===== config.mk =====
export PLATFORM = sky130hd
export DESIGN_NAME = frame_timer
export DESIGN_NICKNAME = d
export VERILOG_FILES = /design/src/rtl/frame_timer_pkg.sv /design/src/rtl/frame_timer_rise_detect.sv /design/src/rtl/frame_timer.sv
export SDC_FILE = /design/constraint.sdc
export NUM_CORES = 1
export LEC_CHECK = 0
export ABC_AREA = 1
export ABC_CLOCK_PERIOD_IN_PS = 2150
export CORE_AREA = 2 2 61 63
export DETAILED_ROUTE_END_ITERATION = 8
export DIE_AREA = 0 0 63 65
export DONT_BUFFER_PORTS = 1
export HOLD_SLACK_MARGIN = 0.08
export PLACE_DENSITY = 0.82
export SLEW_MARGIN = 25
export SYNTH_ARGS = -nofsm -noshare
export SYNTH_HDL_FRONTEND = slang
export SYNTH_SLANG_ARGS = --single-unit
export TNS_END_PERCENT = 5

===== constraint.sdc =====
create_clock -name clk -period 2.15 [get_ports clk]
set_input_delay 0.43 -clock clk [delete_from_list [all_inputs] [get_ports clk]]
set_output_delay 0.43 -clock clk [all_outputs]
set_load 0.02 [all_outputs]

===== src/rtl/frame_timer_pkg.sv =====
// Shared constants for the frame_timer bus responder: register offsets,
// STATUS/CTRL bit positions and the decoded base address.
package frame_timer_pkg;

  localparam logic [15:0] FT_BASE_ADDR = 16'hEFE0;

  typedef enum logic [3:0] {
    FT_FRAME_LO = 4'd0,
    FT_FRAME_HI = 4'd1,
    FT_STATUS   = 4'd2,
    FT_CTRL     = 4'd3,
    FT_LINE_CMP = 4'd4,
    FT_VPOS     = 4'd5,
    FT_HPOS     = 4'd6,
    FT_SCRATCH  = 4'd7
  } ft_reg_e;

  localparam int ST_VBLANK = 0;
  localparam int ST_LINE   = 1;
  localparam int ST_HSYNC  = 6;
  localparam int ST_VSYNC  = 7;

  localparam int CTRL_VBLANK_IE = 0;
  localparam int CTRL_LINE_IE   = 1;

endpackage


===== src/rtl/frame_timer_rise_detect.sv =====
// Registered rising-edge detector; the first clock after reset only loads
// the history register so a level already high at release is not an edge.
module rise_detect (
  input  logic clk,
  input  logic reset,
  input  logic d_i,
  output logic rise_o
);

  logic d_q;
  logic armed_q;

  // NOTE: sequential state uses non-blocking assignments so every flop samples pre-edge values.
  always_ff @(posedge clk or posedge reset) begin
    if (reset) begin
      d_q     <= 1'b0;
      armed_q <= 1'b0;
    end else begin
      d_q     <= d_i;
      armed_q <= 1'b1;
    end
  end

  assign rise_o = d_i & ~d_q & armed_q;

endmodule


===== src/rtl/frame_timer.sv =====
// Frame counter / raster status responder with vblank and optional scanline-compare irq.
// Scanline compare (LINE_CMP, STATUS[1], CTRL[1]) exists only when SCANLINE_CMP_EN is defined.
module frame_timer
  import frame_timer_pkg::*;
#(
  parameter int         FRAME_W   = 16,
  parameter logic [6:0] RESET_CMP = 7'd0
) (
  input  logic       clk,
  input  logic       reset,
  input  logic [3:0] addr,
  input  logic       cs,
  input  logic       rw,
  input  logic [7:0] di,
  output logic [7:0] dout,
  input  logic       vsync,
  input  logic       hsync,
  input  logic [6:0] vpos,
  input  logic [7:0] hpos,
  output logic       irq
);

  logic wr_en;
  logic rd_en;
  logic vs_rise;

  logic [FRAME_W-1:0] frame_q, frame_d;
  logic [7:0]         shadow_q, shadow_d;
  logic [7:0]         scratch_q, scratch_d;
  logic [7:0]         dout_q, dout_d;
  logic               vblank_q, vblank_d;
  logic               ctrl_vb_q, ctrl_vb_d;

  logic               line_flag;
  logic               ctrl_line;
  logic [6:0]         line_cmp;
  logic [7:0]         status_rd;
  logic [7:0]         ctrl_rd;

  assign wr_en = cs & rw;
  assign rd_en = cs & ~rw;

  rise_detect u_vsync_rise (
    .clk    (clk),
    .reset  (reset),
    .d_i    (vsync),
    .rise_o (vs_rise)
  );

`ifdef SCANLINE_CMP_EN
  logic [6:0] line_cmp_q, line_cmp_d;
  logic [6:0] vpos_q;
  logic       line_flag_q, line_flag_d;
  logic       ctrl_line_q, ctrl_line_d;

  always_comb begin
    line_cmp_d  = line_cmp_q;
    line_flag_d = line_flag_q;
    ctrl_line_d = ctrl_line_q;
    if (wr_en && addr == FT_LINE_CMP) line_cmp_d  = di[6:0];
    if (wr_en && addr == FT_CTRL)     ctrl_line_d = di[CTRL_LINE_IE];
    if (wr_en && addr == FT_STATUS && di[ST_LINE]) line_flag_d = 1'b0;
    // Entering the compare line sets the flag, overriding a same-cycle clear.
    if (vpos != vpos_q && vpos == line_cmp_q) line_flag_d = 1'b1;
  end

  always_ff @(posedge clk or posedge reset) begin
    if (reset) begin
      line_cmp_q  <= RESET_CMP;
      vpos_q      <= 7'd0;
      line_flag_q <= 1'b0;
      ctrl_line_q <= 1'b0;
    end else begin
      line_cmp_q  <= line_cmp_d;
      vpos_q      <= vpos;
      line_flag_q <= line_flag_d;
      ctrl_line_q <= ctrl_line_d;
    end
  end

  assign line_cmp  = line_cmp_q;
  assign line_flag = line_flag_q;
  assign ctrl_line = ctrl_line_q;
`else
  assign line_cmp  = 7'd0;
  assign line_flag = 1'b0;
  assign ctrl_line = 1'b0;
`endif

  always_comb begin
    status_rd            = 8'h00;
    status_rd[ST_VBLANK] = vblank_q;
    status_rd[ST_LINE]   = line_flag;
    status_rd[ST_HSYNC]  = hsync;
    status_rd[ST_VSYNC]  = vsync;
    ctrl_rd                 = 8'h00;
    ctrl_rd[CTRL_VBLANK_IE] = ctrl_vb_q;
    ctrl_rd[CTRL_LINE_IE]   = ctrl_line;
  end

  // NOTE: every always_comb output gets a default first so no path can infer a latch.
  always_comb begin
    frame_d   = frame_q;
    shadow_d  = shadow_q;
    scratch_d = scratch_q;
    vblank_d  = vblank_q;
    ctrl_vb_d = ctrl_vb_q;
    dout_d    = 8'h00;

    if (wr_en) begin
      case (addr)
        FT_STATUS:  if (di[ST_VBLANK]) vblank_d = 1'b0;
        FT_CTRL:    ctrl_vb_d = di[CTRL_VBLANK_IE];
        FT_SCRATCH: scratch_d = di;
        default:    ;
      endcase
    end

    if (vs_rise) begin
      frame_d  = frame_q + FRAME_W'(1);
      vblank_d = 1'b1;
    end

    // Reads see pre-edge state, so a LO read racing an increment stays coherent.
    if (rd_en) begin
      case (addr)
        FT_FRAME_LO: begin
          dout_d   = frame_q[7:0];
          shadow_d = frame_q[15:8];
        end
        FT_FRAME_HI: dout_d = shadow_q;
        FT_STATUS:   dout_d = status_rd;
        FT_CTRL:     dout_d = ctrl_rd;
        FT_LINE_CMP: dout_d = {1'b0, line_cmp};
        FT_VPOS:     dout_d = {1'b0, vpos};
        FT_HPOS:     dout_d = hpos;
        FT_SCRATCH:  dout_d = scratch_q;
        default:     dout_d = 8'h00;
      endcase
    end
  end

  always_ff @(posedge clk or posedge reset) begin
    if (reset) begin
      frame_q   <= '0;
      shadow_q  <= 8'h00;
      scratch_q <= 8'h00;
      vblank_q  <= 1'b0;
      ctrl_vb_q <= 1'b0;
      dout_q    <= 8'h00;
    end else begin
      frame_q   <= frame_d;
      shadow_q  <= shadow_d;
      scratch_q <= scratch_d;
      vblank_q  <= vblank_d;
      ctrl_vb_q <= ctrl_vb_d;
      dout_q    <= dout_d;
    end
  end

  assign dout = dout_q;
  assign irq  = (vblank_q & ctrl_vb_q) | (line_flag & ctrl_line);

endmodule


==> impl_metrics.yaml, run 1 <==
clock_network:
  tritoncts: "done"
  post_cts_buffers: 0
  cts-root-buf: "clkbuf_4"
  numCtsBuffers: 5
  clockBufferDepth: 2
  h-tree-depth: 2
  clock_latency_ns: 0.37
  cts.sinks: 44
  clk_pin_slew_ns: 0.12
  cts_hold_buf: 2
  cts_resized: 0
global_routing:
  antenna_found_initial: 0
  grt_pass1_wl_um: 7914
  grt_max_degree: 24
  grt_pass1_vias: 1762
  grt_use_total_pct: 25.41
  overflow: 0
sta:
  grt_setup_unrepaired: "no"
  slew_headroom_pct: 44.36
  whs_ns: 0.1919
  worst_pin_slew_ns: 0.8294
  finalCriticalPeriod_ns: 1.457
  hold_violations: 0
  setup-tns-final_ns: 0
  finClkSkew_ns: 0.01237
  setup_viol: 0
  worst_slack_ns: 0.6932
  slew_viol_final: 0
  final.period_utilization_pct: 67.76
  max_freq_mhz: 686.5
floorplan:
  fp-row-count: 22
  ioPinCount: 42
  start_util_pct: 64.10
  die_h_um: 65
  core_area_sq_um: 3496
  dieArea_sq_um: 4095
  die_w_um: 63
setup_path:
  crit_chain: "ha_1, inv_1, nor2_1, nand2_1, inv_1, nand3_1, nand2_1, nand2_1"
  endpoint_kind: "register"
  slowest_delay_ns: 0.44
  start_kind: "register"
  arrival_ns: 1.72
  crit-reg2reg-launch: "frame_q[1]"
  r2r_setup_slack_ns: 0.69
  crit_fanout: 6
  timing.rr.end: "frame_q[14]"
  cp_slowest_cell: "dfrtp_1"
  worstSetupPathType: "reg -> reg"
  crit_family: "simple AND/OR/NAND/NOR gates"
  path_common_cell: "nand2_1"
  critPathBufInv: 2
  cp.required_ns: 2.42
  crit_cells: 8
  r2r_cells: 8
min_path:
  min_to: "scratch_q[6]"
  hp-class: "in -> reg"
  hold-path-cell-count: 2
  worstHoldStart: "di[6]"
flow_run:
  cap_violations: 0
layout:
  syn_to_final_growth_pct: 5.416
  antenna_cells: 0
  fill_cells: 292
  nNetsFinal: 322
  layout-drive-gt1-share_pct: 8.997
placement:
  routabilityCongestion: 0.8516
  dp_slack_ns: 0.6962
  numPortBuffers: 0
  hpwlAfterDp_um: 3483
drt:
  vias: 1861
  drt_iter0_markers: 182
  via_per_inst: 5.522
  wl_per_cell_um: 13.93
  detail-route-antenna-nets: 0
  wirelength_um: 4695
  drtPass1Iterations: 4
  remaining_drc_errors: 0
synthesis:
  synth_area_leader_cell: "dfrtp_1"
  yosysTopAreaCellShare_pct: 49.13
  synth_fp_nets: 318
  synth.avg_cell_area_sq_um: 7.890
  muxShareOfSynthArea_pct: 0
  yosys_warnings: 0
  yosys.area_share.xor_xnor_pct: 3.127
  synth_cell_type_count: 25
  ys_seq_elements: 44
  synth_area_leaders: "dfrtp_1 49%, nand3_1 12%, nand2_1 11%, nor2_1 5.5%, inv_1 5.0%"
  synth_adder_area_share_pct: 0.5583
  synthSimpleGateAreaFrac_pct: 33.78
  yosysSeqAreaShare_pct: 49.13
  synth_top_family_by_area: "simple AND/OR/NAND/NOR gates"
  synth_cells: 284
  synth-compound-area-share_pct: 5.193
  syn_area_sq_um: 2241
pwr:
  cellPowerDensity_nw_per_um2: 697.3
  vdd_drop_max_uv: 450.7
  p_leak_nw: 1.158
status:
  status: "finished clean"
==> synth_stat cells <==
library cell,count
xnor2_1,2
nand3_2,2
nand3_1,53
o21ai_1,1
a21oi_1,2
xor2_1,6
a21oi_2,3
nand2_2,2
buf_4,1
nor2_4,1
o21ai_0,15
inv_2,2
nor3_2,1
clkinv_2,1
nor3_1,3
nand2_1,63
buf_2,5
conb_1,1
ha_1,1
inv_1,30
nand4_1,7
buf_6,2
dfrtp_1,44
nor2_2,3
nor2_1,33
==> layout by cell type (no fill, tap or decap), drive strengths merged <==
cell	netlist	layout
nand2	65	65
nand3	55	55
dfrtp	44	44
nor2	37	37
inv	32	31
o21ai	16	16
nand4	7	7
xor2	6	6
clkbuf	0	6
a21oi	5	5
clkinv	1	4
nor3	4	4
buf	8	3
xnor2	2	2
dlygate4sd3	0	2
ha	1	1
conb	1	1
==> cell type report <==
cell class / instances / area [sq um] / share of cell area, %
Inverter: 33 / 125.1 / 5.297
Multi-Input combinational cell: 199 / 959.7 / 40.62
Tap cell: 48 / 60.06 / 2.542
Timing Repair Buffer: 5 / 55.05 / 2.331
Sequential cell: 44 / 1101 / 46.61
Clock inverter: 2 / 10.01 / 0.4237
Clock buffer: 6 / 51.30 / 2.172
==> how the worst max path moves through the flow <==
stage,from,endpoint,slack (ns)
2_1_floorplan,reset,ctrl_vb_q,0.69
3_3_place_gp,addr[1],dout[0],0.72
3_5_place_dp,addr[1],dout[0],0.70
4_1_cts,frame_q[1],frame_q[14],0.72
5_1_grt,u_vsync_rise.d_q,frame_q[14],0.49
6_report,frame_q[1],frame_q[14],0.69
==> worst reg2reg max path: stages, from the launching register on <==
cell and delay (ns):
dfrtp_1 0.44, ha_1 0.17, inv_1 0.05, nor2_1 0.16, nand2_1 0.15, inv_1 0.18
nand3_1 0.09, nand2_1 0.07, nand2_1 0.05
==> flip-flops by register name (all words and copies together), names as in the netlist <==
signal and cells:
scratch_q 8, u_vsync_rise.d_q 1, vblank_q 1, u_vsync_rise.armed_q 1
shadow_q 8, dout 8, ctrl_vb_q 1, frame_q 16
==> power breakdown <==
group / switching (mW) / internal [mW]
combinational: 0.143 / 0.0824
sequential: 0.0846 / 0.915
clock: 0.266 / 0.156
total: 0.494 / 1.15
==> per-stage QoR <==
| stage | cell area (sq um) | instances | total power [mW] | util [%] |
|---|---|---|---|---|
| floorplan | 2241 | 284 | 1.171 | - |
| global placement | 2281 | 327 | 1.223 | 65.25 |
| detailed placement | 2281 | 327 | 1.234 | 65.25 |
| CTS | 2362 | 337 | 1.651 | 67.57 |
| global route | 2362 | 337 | 1.727 | 67.57 |
| finish | 2362 | 337 | 1.647 | 67.57 |
==> metal layers <==
metal | track usage, % | routed length (um)
met1 | 31.53 | 1997
met2 | 42.02 | 2269
met3 | 5.382 | 337
met4 | 13.06 | 91
met5 | 0 | 0
==> cell families after synthesis <==
family                     count (synthesis)
and+or+nand+nor                          168
DFF                                       44
buffers and inverters                     41
AOI/OAI and AO/OA                         21
xor gates and xnor gates                   8
adders and majority gates                  1
other                                      1
(Power assumes the default switching activity.)
==> inputs of run 2 (changes only) <==
--- a/config.mk
+++ b/config.mk
@@ -6,13 +6,13 @@
 export NUM_CORES = 1
 export LEC_CHECK = 0
 export ABC_AREA = 1
-export ABC_CLOCK_PERIOD_IN_PS = 2150
-export CORE_AREA = 2 2 61 63
+export ABC_CLOCK_PERIOD_IN_PS = 1400
+export CORE_AREA = 2 2 64 66
 export DETAILED_ROUTE_END_ITERATION = 8
-export DIE_AREA = 0 0 63 65
+export DIE_AREA = 0 0 66 68
 export DONT_BUFFER_PORTS = 1
 export HOLD_SLACK_MARGIN = 0.08
-export PLACE_DENSITY = 0.82
+export PLACE_DENSITY = 0.75
 export SLEW_MARGIN = 25
 export SYNTH_ARGS = -nofsm -noshare
 export SYNTH_HDL_FRONTEND = slang
==> constraint.sdc (replaced) <==
create_clock -name clk -period 1.4 [get_ports clk]
set_input_delay 0.28 -clock clk [delete_from_list [all_inputs] [get_ports clk]]
set_output_delay 0.28 -clock clk [all_outputs]
set_load 0.02 [all_outputs]
==> impl_metrics.yaml, run 2 (synthesis gave the netlist of run 1 again) <==
status:
  status: "finished clean"
pwr:
  cellPowerDensity_nw_per_um2: 1102
  p_leak_nw: 1.211
  switching_share_pct: 28.60
  p_clk_share_pct: 30.1
  share_comb_of_total_power_pct: 14.3
  power.internal_mw: 1.966
  p_switching_mw: 0.7873
  vdd_drop_max_uv: 528.9
  seqPwrFrac_pct: 55.6
setup_path:
  start_kind: "register"
  crit_fanout: 6
  cp_slowest_cell: "dfrtp_1"
  r2r_cells: 8
  arrival_ns: 1.47
  crit-reg2reg-launch: "frame_q[1]"
  slowest_delay_ns: 0.41
  cp.required_ns: 1.60
  crit_chain: "ha_1, inv_1, nor2_2, nand2_2, inv_2, nand3_1, nand2_1, nand2_1"
  worstSetupPathType: "reg -> reg"
  path_common_cell: "nand2_1"
  r2r_setup_slack_ns: 0.12
  timing.rr.end: "frame_q[14]"
  endpoint_kind: "register"
clock_network:
  clock_latency_ns: 0.30
  cts-root-buf: "clkbuf_8"
  tritoncts: "done"
  numCtsBuffers: 5
  cts.sinks: 44
  clk_pin_slew_ns: 0.08
  h-tree-depth: 2
  clockBufferDepth: 2
global_routing:
  grt_pass1_vias: 1702
  antenna_found_initial: 0
  grt_max_degree: 45
  grt_use_total_pct: 23.36
  overflow: 0
  grt_pass1_wl_um: 7831
layout:
  final_common_cell: "nand2_1"
  layoutNonFillerInstCount: 348
  nNetsFinal: 331
  ff_latch_area_sq_um: 1102
  largest_register_ffs: 16
  top_register: "frame_q"
  layout-drive-gt1-share_pct: 14.09
  syn_to_final_growth_pct: 11.50
  multi_input_area_sq_um: 979.7
  final_cell_mix: "62 x nand2_1, 53 x nand3_1, 43 x dfrtp_1"
  antenna_cells: 0
  fill_cells: 341
drt:
  drt_iter0_markers: 116
  vias: 1856
  remaining_drc_errors: 0
  drtPass1Iterations: 5
  detail-route-antenna-nets: 0
  via_per_inst: 5.333
  wl_per_cell_um: 14.06
  wirelength_um: 4893
placement:
  routabilityCongestion: 0.8126
  hpwlAfterDp_um: 3573
  numPortBuffers: 0
  dp_cells: 337
floorplan:
  dieArea_sq_um: 4488
  die_w_um: 66
  core_area_sq_um: 3856
  fp-row-count: 23
  ioPinCount: 42
  die_h_um: 68
  start_util_pct: 58.11
sta:
  hold_violations: 0
  finalCriticalPeriod_ns: 1.277
  whs_ns: 0.1182
  slew_viol_final: 0
  setup_viol: 0
  max_freq_mhz: 782.8
  grt_setup_unrepaired: "yes"
  finClkSkew_ns: 0.006985
  final.period_utilization_pct: 91.24
min_path:
  min_to: "scratch_q[6]"
  hp-class: "in -> reg"
  hold-path-cell-count: 2
  worstHoldStart: "di[6]"
flow_run:
  cap_violations: 0
-- run 2: per-layer routing --
metal / GRT usage, % / share of wire, % / vias to the layer above
met1: 31.11 / 45 / 869
met2: 38.51 / 48 / 49
li1: - / - / 933
met4: 6.122 / 0.80 / 0
met3: 5.757 / 5.5 / 5
met5: 0 / 0 / -
-- run 2: through the flow --
stage	setup WS [ns]	instance area (sq um)	power [mW]	util (%)	setup TNS [ns]
global placement	0.07941	2356	1.895	61.10	0
CTS	0.02827	2472	2.759	64.11	0
detailed placement	-0.005780	2356	1.920	61.10	-0.01002
finish	0.1226	2499	2.753	64.80	0
floorplan	0.08894	2241	1.798	-	0
global route	-0.02197	2499	2.917	64.80	-0.02197
-- run 2: worst max-delay path, delay by kind of cell, from the launching register on --
kind                       cells  cell delay, ns
and+or+nand+nor                5            0.43
adders and majority gates      1            0.17
DFF                            1            0.41
buffers and inverters          2            0.17
-- run 2: how the worst max path moves through the flow --
stage                           from           to  slack, ns  cells after the start
after detailed placement  frame_q[1]  frame_q[14]     -0.006                      8
final                     frame_q[1]  frame_q[14]       0.12                      8
after CTS                 frame_q[1]  frame_q[14]       0.03                      8
after global placement    frame_q[1]  frame_q[14]       0.08                      8
after global routing      frame_q[1]  frame_q[14]      -0.02                      8
after floorplan                reset    ctrl_vb_q       0.09                      1
-- run 2: what timing repair did --
item / in CTS / in global routing
hold buffers: 2 / 0
endpoints found under the hold margin: 45 / 0
setup buffers: 0 / 1
setup endpoints to repair: 2 / 8
gates resized for setup: 2 / 7
-- run 2: power by group through the flow --
stage	Sequential (mW)	Clock [mW]	Combinational (mW)
global route	1.55	0.922	0.447
CTS	1.53	0.857	0.374
floorplan	1.52	0	0.276
global placement	1.54	0	0.352
finish	1.53	0.829	0.393
detailed placement	1.55	0	0.366
-- run 2: cell type report --
class | instances | area share, %
repair buffers | 14 | 5.408
well taps | 50 | 2.504
flip-flops and latches | 44 | 44.12
inverters | 33 | 5.008
clock buffers | 7 | 3.455
multi-input cells | 199 | 39.21
clock inverters | 1 | 0.3005
